## config.mk

```make
export PLATFORM = sky130hd
export DESIGN_NAME = pedestrian_request
export DESIGN_NICKNAME = d
export VERILOG_FILES = /design/src/rtl/pedestrian_request.sv
export SDC_FILE = /design/constraint.sdc
export NUM_CORES = 1
export LEC_CHECK = 0
export CAP_MARGIN = 20
export CORE_MARGIN = 1
export CORE_UTILIZATION = 50
export CTS_BUF_LIST = sky130_fd_sc_hd__clkbuf_16
export DETAILED_ROUTE_END_ITERATION = 12
export HOLD_SLACK_MARGIN = 0.08
export PLACE_DENSITY = 0.79
export SETUP_SLACK_MARGIN = 0.4
export SKIP_LAST_GASP = 1
export SYNTH_ARGS = -nofsm -noshare
export SYNTH_HDL_FRONTEND = slang
export SYNTH_SLANG_ARGS = --single-unit
```

## constraint.sdc

```tcl
create_clock -name pin3_clk_16mhz -period 2.3 [get_ports pin3_clk_16mhz]
set_input_delay 0.46 -clock pin3_clk_16mhz [delete_from_list [all_inputs] [get_ports pin3_clk_16mhz]]
set_output_delay 0.46 -clock pin3_clk_16mhz [all_outputs]
set_load 0.02 [all_outputs]
```

## src/rtl/pedestrian_request.sv

```systemverilog
// Pedestrian push-button front end: sync, debounce, request latch, lockout.
// Define WAIT_BLINK_EN to make the WAIT lamp blink while a request is pending.
module pedestrian_request #(
    parameter int unsigned DEBOUNCE_CYCLES   = 160000,
    parameter int unsigned LOCKOUT_CYCLES    = 80000000,
    parameter int unsigned BLINK_HALF_PERIOD = 4000000
) (
    input  logic pin3_clk_16mhz,
    input  logic pin1_rst,
    input  logic pin9_button_n,
    input  logic ped_ack,
    output logic ped_request,
    output logic pin10_wait_lamp
);

    typedef enum logic [1:0] {
        IDLE    = 2'b00,
        PENDING = 2'b01,
        LOCKOUT = 2'b10
    } state_t;

    localparam logic [29:0] DB_LAST   = 30'(DEBOUNCE_CYCLES - 1);
    localparam logic [29:0] LOCK_LOAD = 30'(LOCKOUT_CYCLES - 1);

    if ((DEBOUNCE_CYCLES < 1) || (LOCKOUT_CYCLES < 1) ||
        (LOCKOUT_CYCLES >= 32'h4000_0000) ||
        (BLINK_HALF_PERIOD < 1)) begin : g_bad_params
        $error("pedestrian_request: parameter out of range");
    end

    logic        sync1;
    logic        sync2;
    logic        btn_s;
    logic        db_state;
    logic        db_prev;
    logic [29:0] db_cnt;
    logic        press_evt;

    state_t      state_q;
    state_t      state_d;
    logic [29:0] lock_cnt_q;
    logic [29:0] lock_cnt_d;

    always_ff @(posedge pin3_clk_16mhz or posedge pin1_rst) begin
        if (pin1_rst) begin
            sync1 <= 1'b1;
            sync2 <= 1'b1;
        end else begin
            sync1 <= pin9_button_n;
            sync2 <= sync1;
        end
    end

    assign btn_s = ~sync2;

    // A new level is accepted only after DEBOUNCE_CYCLES identical samples.
    always_ff @(posedge pin3_clk_16mhz or posedge pin1_rst) begin
        if (pin1_rst) begin
            db_state <= 1'b0;
            db_cnt   <= '0;
        end else if (btn_s == db_state) begin
            db_cnt   <= '0;
        end else if (db_cnt == DB_LAST) begin
            db_state <= btn_s;
            db_cnt   <= '0;
        end else begin
            db_cnt   <= db_cnt + 30'd1;
        end
    end

    always_ff @(posedge pin3_clk_16mhz or posedge pin1_rst) begin
        if (pin1_rst) begin
            db_prev <= 1'b0;
        end else begin
            db_prev <= db_state;
        end
    end

    assign press_evt = db_state & ~db_prev;

    always_ff @(posedge pin3_clk_16mhz or posedge pin1_rst) begin
        if (pin1_rst) begin
            state_q    <= IDLE;
            lock_cnt_q <= '0;
        end else begin
            state_q    <= state_d;
            lock_cnt_q <= lock_cnt_d;
        end
    end

    always_comb begin
        state_d    = state_q;
        lock_cnt_d = lock_cnt_q;
        unique case (state_q)
            IDLE: begin
                if (press_evt) begin
                    state_d = PENDING;
                end
            end
            PENDING: begin
                if (ped_ack) begin
                    state_d    = LOCKOUT;
                    lock_cnt_d = LOCK_LOAD;
                end
            end
            LOCKOUT: begin
                if (lock_cnt_q != 30'd0) begin
                    lock_cnt_d = lock_cnt_q - 30'd1;
                end else begin
                    state_d = IDLE;
                end
            end
            default: begin
                state_d = IDLE;
            end
        endcase
    end

    assign ped_request = (state_q == PENDING);

`ifdef WAIT_BLINK_EN
    localparam logic [29:0] BLINK_LAST = 30'(BLINK_HALF_PERIOD - 1);

    logic [29:0] blink_cnt_q;
    logic        lamp_q;

    // Lamp follows the next state so it is already lit on the first PENDING cycle.
    always_ff @(posedge pin3_clk_16mhz or posedge pin1_rst) begin
        if (pin1_rst) begin
            blink_cnt_q <= '0;
            lamp_q      <= 1'b0;
        end else if (state_d != PENDING) begin
            blink_cnt_q <= '0;
            lamp_q      <= 1'b0;
        end else if (state_q != PENDING) begin
            blink_cnt_q <= '0;
            lamp_q      <= 1'b1;
        end else if (blink_cnt_q == BLINK_LAST) begin
            blink_cnt_q <= '0;
            lamp_q      <= ~lamp_q;
        end else begin
            blink_cnt_q <= blink_cnt_q + 30'd1;
        end
    end

    assign pin10_wait_lamp = lamp_q;
`else
    assign pin10_wait_lamp = (state_q == PENDING);
`endif

endmodule
```

# After elaboration in Yosys (flattened, before gate mapping)
# Cells that the tools add are included.
[word_totals]
register_bits = 66
[classes]
addsub = 2
n_eq_ne = 8
n_mux = 9
bitwise_logic = 4
n_reduce_logical = 6
[op_table]
columns = ["op", "n"]
rows = [
  ["$mux 30", 4],
  ["$pmux 30 s2", 1],
  ["$add 30x1->30 const B", 1],
  ["$eq 30x18->1 const B", 1],
  ["$reduce_bool 30->1", 1],
  ["$sub 30x1->30 const B", 1],
  ["$ne 2x2->1 const B", 4],
  ["$mux 2", 3],
  ["$pmux 2 s3", 1],
  ["$reduce_and 3->1", 2],
  ["$not 1->1", 3],
  ["$eq 2x1->1 const B", 1],
  ["$eq 2x2->1 const B", 1],
  ["$logic_not 2->1", 1],
  ["$reduce_and 2->1", 1],
  ["$reduce_bool 2->1", 1],
  ["$and 1x1->1", 1],
  ["$eq 1x1->1", 1],
]

# Logic depth before layout (Yosys ltp)
# Gate-level depths: netlist (run 1).
[logic_depth]
word_depth = 4
mapped_depth = 8
mapped_depth_nobuf = 7

# Worst setup path before layout (run 1)
# OpenSTA, ideal clock, no wires.
[synth_timing]
path_type = "reg2reg"
start = "register lock_cnt_q[0]"
end = "register lock_cnt_q[26]"
setup_ns = 0.133
t_arrival_ns = 2.099
setup_slack_ns = 0.068
path_stages_with_launch = 8
path_buffers = 0
period_less_slack_ns = 2.232
path_cell_list = "dfrtp_1 inv_1 ha_1 nor3b_1 nand4_1 or4b_2 xor2_1 nand2_1"
[synth_via]
elab_chain_cells = 3
elab_cells_between_ends = 6
cone_classes = "add/sub (1); eq/ne (1); mux (2); reduce/logical (2)"
[synth_lines]
columns = ["element", "line_no", "source"]
rows = [
  ["start: declaration", "41", "logic [29:0] lock_cnt_q;"],
  ["start signal: assignment", "87", "lock_cnt_q <= lock_cnt_d;"],
  ["$sub 30x1->30 or $reduce_bool 30->1 (tied branches)", "108, 107", ""],
  ["$mux 30 or $ne 2x2->1 (tied branches)", "--", ""],
  ["$pmux 30 s2 or $reduce_and 3->1 (tied branches)", "--", ""],
]
# Several ways; a longest one is shown, not always the timed one. The select of a mux whose other input is x is not followed.
# A chain may end at the register's enable or synchronous reset.

# Worst setup path in the final report (run 1)
[layout_timing]
start = "register lock_cnt_q[7]"
end = "register lock_cnt_q[15]"
# Same word-level chain as after synthesis.

==> results of run 1 <==
## path summary, 6_finish.rpt
| kind | start | to | slack [ns] | cells past startpoint |
|---|---|---|---|---|
| setup / recovery | lock_cnt_q[7] | lock_cnt_q[15] | 0.07 | 8 |
| hold / removal | sync1 | sync2 | 0.35 | 0 |
| setup reg to reg | lock_cnt_q[7] | lock_cnt_q[15] | 0.07 | 8 |
| hold reg to reg | sync1 | sync2 | 0.35 | 0 |
| max in group asynchronous | pin1_rst | lock_cnt_q[4] | 1.21 | 3 |
| min in group asynchronous | pin1_rst | db_cnt[16] | 0.49 | 2 |
## layout by cell type, fill, tap and decap left out, types with 3 or more instances in the layout
master,n
a21oi_1,11
and2_1,5
and3_1,4
and4_1,6
buf_4,31
buf_6,3
clkbuf_16,9
clkdlybuf4s50_1,3
clkinvlp_4,4
dfrtp_1,63
inv_1,5
mux2i_1,4
nand2_1,22
nand3_1,17
nand3_2,3
nand4_1,18
nor2_1,49
nor3_1,8
nor3_4,4
nor4_1,5
nor4_4,4
o21ai_1,4
o21ai_2,3
o31ai_1,6
o31ai_2,4
or3_1,5
or3_4,3
or4_1,10
or4_4,3
xnor2_1,7
xor2_1,29
## registers in the layout, indices dropped and copies added, names as in the netlist
register and cells:
db_cnt 30, db_prev 1, db_state 1, lock_cnt_q 30
state_q 2, sync1 1, sync2 1
## power groups by stage
stage	Combinational (W)	Sequential, W	Clock (W)
after floorplan	0.0000343	0.00119	0
after global placement	0.0000577	0.00119	0
after detailed placement	0.0000584	0.00120	0
after CTS	0.0000614	0.00117	0.00121
after global routing	0.0000707	0.00117	0.00125
final	0.0000608	0.00117	0.00120
## worst max-delay path, cell delays in order, from the launching register on
cell and delay [ns]:
dfrtp_1 0.39, or4_4 0.58, nor3_4 0.21, o21ai_1 0.11, buf_4 0.18, buf_4 0.13
buf_6 0.11, o31ai_2 0.25, nand3_1 0.13
## cells by family (layout without fill, tap and decap cells)
group / after synthesis / in the layout / share of synthesized area
buffers and inverters: 21 / 64 / 0.0291
muxes: 4 / 4 / 0.0118
xor gates and xnor gates: 36 / 36 / 0.0929
AOI/OAI and AO/OA: 42 / 42 / 0.0815
adders and majority gates: 2 / 2 / 0.00737
DFF: 66 / 66 / 0.487
and+or+nand+nor: 182 / 182 / 0.290
## stage by stage
step / utilization / worst slack, ns / instance area [µm²] / instances
after floorplan: - / 0.234 / 3450 / 353
after global placement: 0.564 / 0.163 / 3640 / 436
after detailed placement: 0.564 / 0.0965 / 3640 / 436
after CTS: 0.639 / 0.254 / 4130 / 470
after global routing: 0.671 / -0.0273 / 4340 / 473
final: 0.671 / 0.0671 / 4340 / 473
## area by class of cell
cell class,instances,area [µm²]
Fill cell,444,2120
Tap cell,77,96.3
Inverter,7,30.0
Sequential cell,66,1660
Clock inverter,7,38.8
Multi-Input combinational cell,266,1940
Timing Repair Buffer,41,354
Clock buffer,9,225
## repair_timing
action / CTS / global route
buffers inserted: 18 / 3
pin swaps: 15 / 18
gates resized for setup: 23 / 34
endpoints found under the setup margin: 46 / 56
## per-layer routing
layer	routed length, µm	vias to the layer above	share of wire	track usage
li1	-	1363	-	-
met3	457	32	0.052	0.0334
met1	3720	1459	0.43	0.312
met5	0	-	0	0
met2	4260	132	0.49	0.355
met4	266	0	0.031	0.0940
==> impl_metrics.json, run 1 <==
{
  "gp_congestion": 0.826,
  "core_mm2": 0.00646,
  "outcome": "complete, no violations",
  "track_usage": 0.225,
  "drc": 0,
  "vias": 2986,
  "pwr_density_cell_mw_per_mm2": 563,
  "yosys-top-cells-count": "64 x dfrtp_1, 49 x nor2_1, 29 x xor2_1",
  "cts_tree": "done",
  "max_freq_ghz": 0.448,
  "synth_area_mm2": 0.00339,
  "viasPerCell": 6.31,
  "synth_top_cell_by_area": "dfrtp_1",
  "postRouteAntennaNets": 0,
  "relSlewSlack": 0.448,
  "cts.htree.levels": 3,
  "cts_root_buf": "clkbuf_16",
  "clockBufferDepth": 2,
  "finalSetupTns_ns": 0,
  "syn2layout_area_growth_pct": 27.8,
  "numCtsBuffers": 9,
  "drv_cap": 0,
  "ir_drop_uv": 395,
  "seqPwrFrac": 0.482,
  "critPathArrivalTime_ns": 2.42,
  "holdWs_ns": 0.355,
  "netSwitchingPower_w": 0.000534,
  "synth_flop_cell": "dfrtp_1",
  "yosysWarnings": 0,
  "cts.clk_slew.worst_paths_ns": 0.06,
  "clock_sinks": 66,
  "synth_area_leaders": "dfrtp_1 47%, xor2_1 7.5%, nor2_1 5.4%",
  "pwr-share-clk": 0.493,
  "period_needed_ns": 2.23,
  "period_share": 0.971,
  "grt_pass1_vias": 2743,
  "fin_nets": 397,
  "hpwl_mm": 4.68,
  "num_io_pins": 6,
  "p_sw_frac": 0.219,
  "synth_edf_count": 0,
  "drt-pass1-iter-count": 5,
  "dieHeight_um": 84.4,
  "antenna_found_initial": 0,
  "power.total_w": 0.00244,
  "synthCells": 353,
  "start_kind": "flip-flop",
  "wirelength_mm": 8.71,
  "row_count": 29,
  "timing.final.hold_violations": 0,
  "pwr-share-comb": 0.025,
  "synth_top_area_share": 0.472,
  "clock_skew_ns": 0.00790,
  "path_max_fanout": 8,
  "diodes": 0,
  "synth.yosys.seq_area_share": 0.487,
  "setup_viol": 0,
  "power_leakage_nw": 1.71,
  "path_class": "reg2reg",
  "grt-ovfl-total": 0,
  "synth_seq_cells": 66,
  "wire_per_inst_um": 18.4,
  "ctsHoldBuffers": 0,
  "avgSynthCellArea_um2": 9.61,
  "rsz0062_at_grt": "true",
  "p_int_w": 0.00191,
  "syn_nets": 359,
  "synth.most_common_cell": "dfrtp_1",
  "drt_iter0_drc": 243,
  "grt_max_degree": 30,
  "hold_class": "reg2reg",
  "clk_latency_ns": 0.33,
  "die_x_um": 84.4,
  "synth-async-reset-ratio": 1.00,
  "critPathRequiredTime_ns": 2.48,
  "ys_types": 43,
  "port_buffers": 5,
  "dieArea_mm2": 0.00712,
  "start_util": 0.525,
  "end_kind": "flip-flop",
  "grt_pass1_wl_mm": 12.8,
  "finalMaxSlewViolations": 0,
  "drive_gt1_frac": 0.245,
  "tightest_slew_ns": 0.826
}
Note: power is estimated with default switching activity, not from simulation.
==> run 2: changes to the inputs <==
--- a/config.mk
+++ b/config.mk
@@ -10,6 +10,7 @@
 export CORE_UTILIZATION = 50
 export CTS_BUF_LIST = sky130_fd_sc_hd__clkbuf_16
 export DETAILED_ROUTE_END_ITERATION = 12
+export GPL_TIMING_DRIVEN = 0
 export HOLD_SLACK_MARGIN = 0.08
 export PLACE_DENSITY = 0.79
 export SETUP_SLACK_MARGIN = 0.4
==> impl_metrics.json, run 2 (same netlist as run 1, synthesis figures left out) <==
{
  "path_class": "reg2reg",
  "path_max_fanout": 9,
  "critPathArrivalTime_ns": 2.52,
  "dieHeight_um": 84.4,
  "period_needed_ns": 2.27,
  "drive_gt1_frac": 0.277,
  "final_common_cell": "dfrtp_1",
  "cts.htree.levels": 3,
  "relSlewSlack": 0.491,
  "finalMaxSlewViolations": 0,
  "cts.clk_slew.worst_paths_ns": 0.06,
  "die_x_um": 84.4,
  "cts_tree": "done",
  "clock_sinks": 66,
  "pwr_density_cell_mw_per_mm2": 612,
  "grt_pass1_wl_mm": 13.2,
  "postRouteAntennaNets": 0,
  "vias": 3115,
  "finalSetupTns_ns": 0,
  "critPathRequiredTime_ns": 2.55,
  "holdWs_ns": 0.356,
  "fin_nets": 409,
  "layout_common_cells": "62 x dfrtp_1, 48 x nor2_1, 28 x xor2_1, 28 x buf_4, 22 x nand2_1",
  "hp-start": "sync1",
  "drc": 0,
  "hpwl_mm": 4.70,
  "period_share": 0.985,
  "numCtsBuffers": 9,
  "dieArea_mm2": 0.00712,
  "num_io_pins": 6,
  "hold_depth": 0,
  "wirelength_mm": 9.09,
  "antenna_found_initial": 0,
  "whs_endpoint": "sync2",
  "drt-pass1-iter-count": 5,
  "core_mm2": 0.00646,
  "cts_root_buf": "clkbuf_16",
  "r2r-start": "lock_cnt_q[2]",
  "row_count": 29,
  "hold_class": "reg2reg",
  "grt_pass1_vias": 2767,
  "max_freq_ghz": 0.441,
  "fin_ws_ns": 0.0348,
  "timing.reg2reg.setup_slack_ns": 0.03,
  "drt_iter0_drc": 411,
  "top_regs": "db_cnt (30), lock_cnt_q (30), state_q (2)",
  "end_kind": "flip-flop",
  "ir_drop_uv": 530,
  "track_usage": 0.237,
  "tightest_slew_ns": 0.763,
  "start_kind": "flip-flop",
  "clock_skew_ns": 0.00627,
  "clockBufferDepth": 2,
  "syn2layout_area_growth_pct": 33.8,
  "outcome": "complete, no violations",
  "final_core_util": 0.703,
  "ff2ff_path_depth": 6,
  "setup_viol": 0,
  "r2r_end": "lock_cnt_q[27]",
  "port_buffers": 5,
  "grt_max_degree": 43,
  "viasPerCell": 6.42,
  "wire_per_inst_um": 18.8,
  "diodes": 0,
  "rsz0062_at_grt": "true",
  "timing.final.hold_violations": 0,
  "grt-ovfl-total": 0,
  "start_util": 0.525,
  "dp_slack_ns": -0.0837,
  "drv_cap": 0,
  "gp_congestion": 0.790,
  "fillers": 388,
  "clk_latency_ns": 0.33,
  "power_leakage_nw": 1.80
}
run 2: worst max path at each step:
| stage | startpoint | end | slack [ns] | cells past startpoint |
|---|---|---|---|---|
| 3_5_place_dp | lock_cnt_q[9] | lock_cnt_q[26] | -0.08 | 5 |
| 4_1_cts | lock_cnt_q[7] | lock_cnt_q[27] | 0.21 | 6 |
| 2_1_floorplan | lock_cnt_q[0] | lock_cnt_q[26] | 0.23 | 7 |
| 6_report | lock_cnt_q[2] | lock_cnt_q[27] | 0.03 | 6 |
| 3_3_place_gp | lock_cnt_q[9] | lock_cnt_q[26] | -0.05 | 5 |
| 5_1_grt | lock_cnt_q[2] | lock_cnt_q[27] | -0.04 | 6 |
run 2: per-stage QoR:
stage	cell area [µm²]	instances	power, W
after CTS	4290	472	0.00279
after floorplan	3450	353	0.00123
after detailed placement	3610	436	0.00125
final	4540	485	0.00278
after global routing	4540	485	0.00283
after global placement	3590	435	0.00125
run 2: repair_timing:
item | in CTS | in global routing
hold buffers | 0 | 0
pin swaps | 13 | 21
setup endpoints to repair | 58 | 53
setup buffers | 20 | 13
resized for setup | 44 | 41
run 2: power breakdown:
part / internal [W] / switching [W]
combinational: 0.0000209 / 0.0000422
sequential: 0.00117 / 0.00000628
clock: 0.00105 / 0.000495
total: 0.00224 / 0.000544
run 2: routing by layer:
layer	wire length (µm)	GRT usage
met4	284	0.119
met1	3790	0.327
met3	543	0.0383
met5	0	0
met2	4470	0.365
run 2: cell type report:
class                      instances  area, µm²  area share
multi-input combinational        266       1960       0.431
sequential                        66       1660       0.365
timing repair buffer              39        338      0.0744
buffer                            14        129      0.0284
tap                               77       96.3      0.0212
inverter                           7       30.0     0.00661
clock inverter                     7        109      0.0240
clock buffer                       9        225      0.0496
run 2: critical path: stages, from the launching register on:
cell and delay [ns]:
dfrtp_1 0.47, nor4_2 0.55, and2_1 0.24, o2111ai_2 0.15
buf_6 0.18, or4_1 0.46, a21oi_1 0.13
==> run 3: changes to the inputs <==
--- a/config.mk
+++ b/config.mk
@@ -12,7 +12,7 @@
 export DETAILED_ROUTE_END_ITERATION = 12
 export GPL_TIMING_DRIVEN = 0
 export HOLD_SLACK_MARGIN = 0.08
-export PLACE_DENSITY = 0.79
+export PLACE_DENSITY = 0.76
 export SETUP_SLACK_MARGIN = 0.4
 export SKIP_LAST_GASP = 1
 export SYNTH_ARGS = -nofsm -noshare
==> constraint.sdc (replaced) <==
create_clock -name pin3_clk_16mhz -period 2.41 [get_ports pin3_clk_16mhz]
set_input_delay 0.482 -clock pin3_clk_16mhz [delete_from_list [all_inputs] [get_ports pin3_clk_16mhz]]
set_output_delay 0.482 -clock pin3_clk_16mhz [all_outputs]
set_load 0.02 [all_outputs]
==> impl_metrics.json, run 3 (same netlist as run 1, synthesis figures left out) <==
{
  "multi_input_area_mm2": 0.00188,
  "drv_cap": 0,
  "start_util": 0.525,
  "place_inst": 436,
  "path_class": "reg2reg",
  "path_max_fanout": 5,
  "postRouteAntennaNets": 0,
  "final_common_cell": "dfrtp_1",
  "dpl_cell_area_mm2": 0.00360,
  "timing.reg2reg.setup_slack_ns": 0.28,
  "clk_latency_ns": 0.33,
  "wirelength_mm": 7.97,
  "numCtsBuffers": 9,
  "dieHeight_um": 84.4,
  "clock_skew_ns": 0.00831,
  "track_usage": 0.240,
  "cts_root_buf": "clkbuf_16",
  "critPathArrivalTime_ns": 2.32,
  "power.total_w": 0.00242,
  "drt_iter0_drc": 194,
  "ctsHoldBuffers": 0,
  "antenna_found_initial": 0,
  "max_freq_ghz": 0.469,
  "grt_pass1_wl_mm": 13.5,
  "dieArea_mm2": 0.00712,
  "drive_gt1_frac": 0.228,
  "tightest_slew_ns": 0.836,
  "clockBufferDepth": 2,
  "power_leakage_nw": 1.69,
  "seq_area_mm2": 0.00166,
  "start_kind": "flip-flop",
  "clock_sinks": 66,
  "crit_path_end": "lock_cnt_q[26]",
  "finalInstanceArea_mm2": 0.00428,
  "period_share": 0.885,
  "port_buffers": 5,
  "hold_class": "reg2reg",
  "die_x_um": 84.4,
  "diodes": 0,
  "grt_pass1_vias": 2857,
  "startpoint": "lock_cnt_q[0]",
  "pwr_density_cell_mw_per_mm2": 565,
  "relSlewSlack": 0.442,
  "end_kind": "flip-flop",
  "drc": 0,
  "gp_congestion": 0.853,
  "core_mm2": 0.00646,
  "final_core_util": 0.663,
  "r2r_end": "lock_cnt_q[26]",
  "finalSetupTns_ns": 0,
  "wire_per_inst_um": 16.9,
  "grt-ovfl-total": 0,
  "setup_viol": 0,
  "row_count": 29,
  "outcome": "complete, no violations",
  "cts.clk_slew.worst_paths_ns": 0.05,
  "critPathRequiredTime_ns": 2.60,
  "ff2ff_path_depth": 8,
  "top_regs": "db_cnt (30), lock_cnt_q (30), state_q (2)",
  "timing.final.hold_violations": 0,
  "period_needed_ns": 2.13,
  "cts_tree": "done",
  "ir_drop_uv": 448,
  "fin_nets": 396,
  "cts.htree.levels": 3,
  "hpwl_mm": 4.69,
  "r2r-start": "lock_cnt_q[0]",
  "instances_no_fill": 472,
  "finalMaxSlewViolations": 0,
  "vias": 2869,
  "drt-pass1-iter-count": 4,
  "num_io_pins": 6,
  "viasPerCell": 6.08,
  "grt_max_degree": 42,
  "rsz0062_at_grt": "true",
  "fillers": 477,
  "layout_common_cells": "63 x dfrtp_1, 48 x nor2_1, 29 x xor2_1",
  "syn2layout_area_growth_pct": 26.2,
  "hp-start": "sync1"
}
==> run 3: stage by stage <==
step	hold slack, ns	setup WS (ns)
finish	0.359	0.277
global placement	0.348	0.0377
detailed placement	0.350	0.0330
floorplan	0.345	0.328
global route	0.362	0.218
CTS	0.361	0.278
==> run 3: what timing repair did <==
action                                 CTS  global route
endpoints found under the hold margin    0             0
gates cloned                             0             0
setup endpoints to repair               46            45
gates resized for setup                 35            21
pin swaps                               11            11
setup buffers                           17             3
==> run 3: area by class of cell <==
class | instances | share of cell area
Multi-Input combinational cell | 266 | 0.439
Sequential cell | 66 | 0.387
Clock buffer | 9 | 0.0526
Timing Repair Buffer | 26 | 0.0517
Buffer | 14 | 0.0275
Tap cell | 77 | 0.0225
Clock inverter | 7 | 0.0131
Inverter | 7 | 0.00701
==> run 3: how the worst min path moves through the flow <==
stage                     endpoint  slack, ns  depth (start not counted)
after floorplan              sync2       0.35                          0
after global placement       sync2       0.35                          0
after detailed placement     sync2       0.35                          0
after CTS                    sync2       0.36                          0
after global routing         sync2       0.36                          0
final                        sync2       0.36                          0
==> run 3: critical path, stage by stage (launching register included) <==
cell	delay, ns
dfrtp_1	0.39
inv_2	0.09
ha_4	0.14
nor3b_4	0.29
nand4_1	0.19
buf_4	0.19
or4b_4	0.48
xor2_1	0.16
nand2_1	0.07
==> run 3: power breakdown <==
part	switching [W]	internal, W
clock network	0.000458	0.000783
registers	0.00000543	0.00112
logic	0.0000388	0.0000184
total	0.000503	0.00192
==> run 3: per-layer routing <==
metal,part of all wire,wire (µm),vias to the layer above,track usage
met5,0,0,-,0
met1,0.46,3660,1404,0.328
met3,0.045,359,24,0.0364
met4,0.028,222,0,0.125
met2,0.47,3730,77,0.375
li1,-,-,1364,-
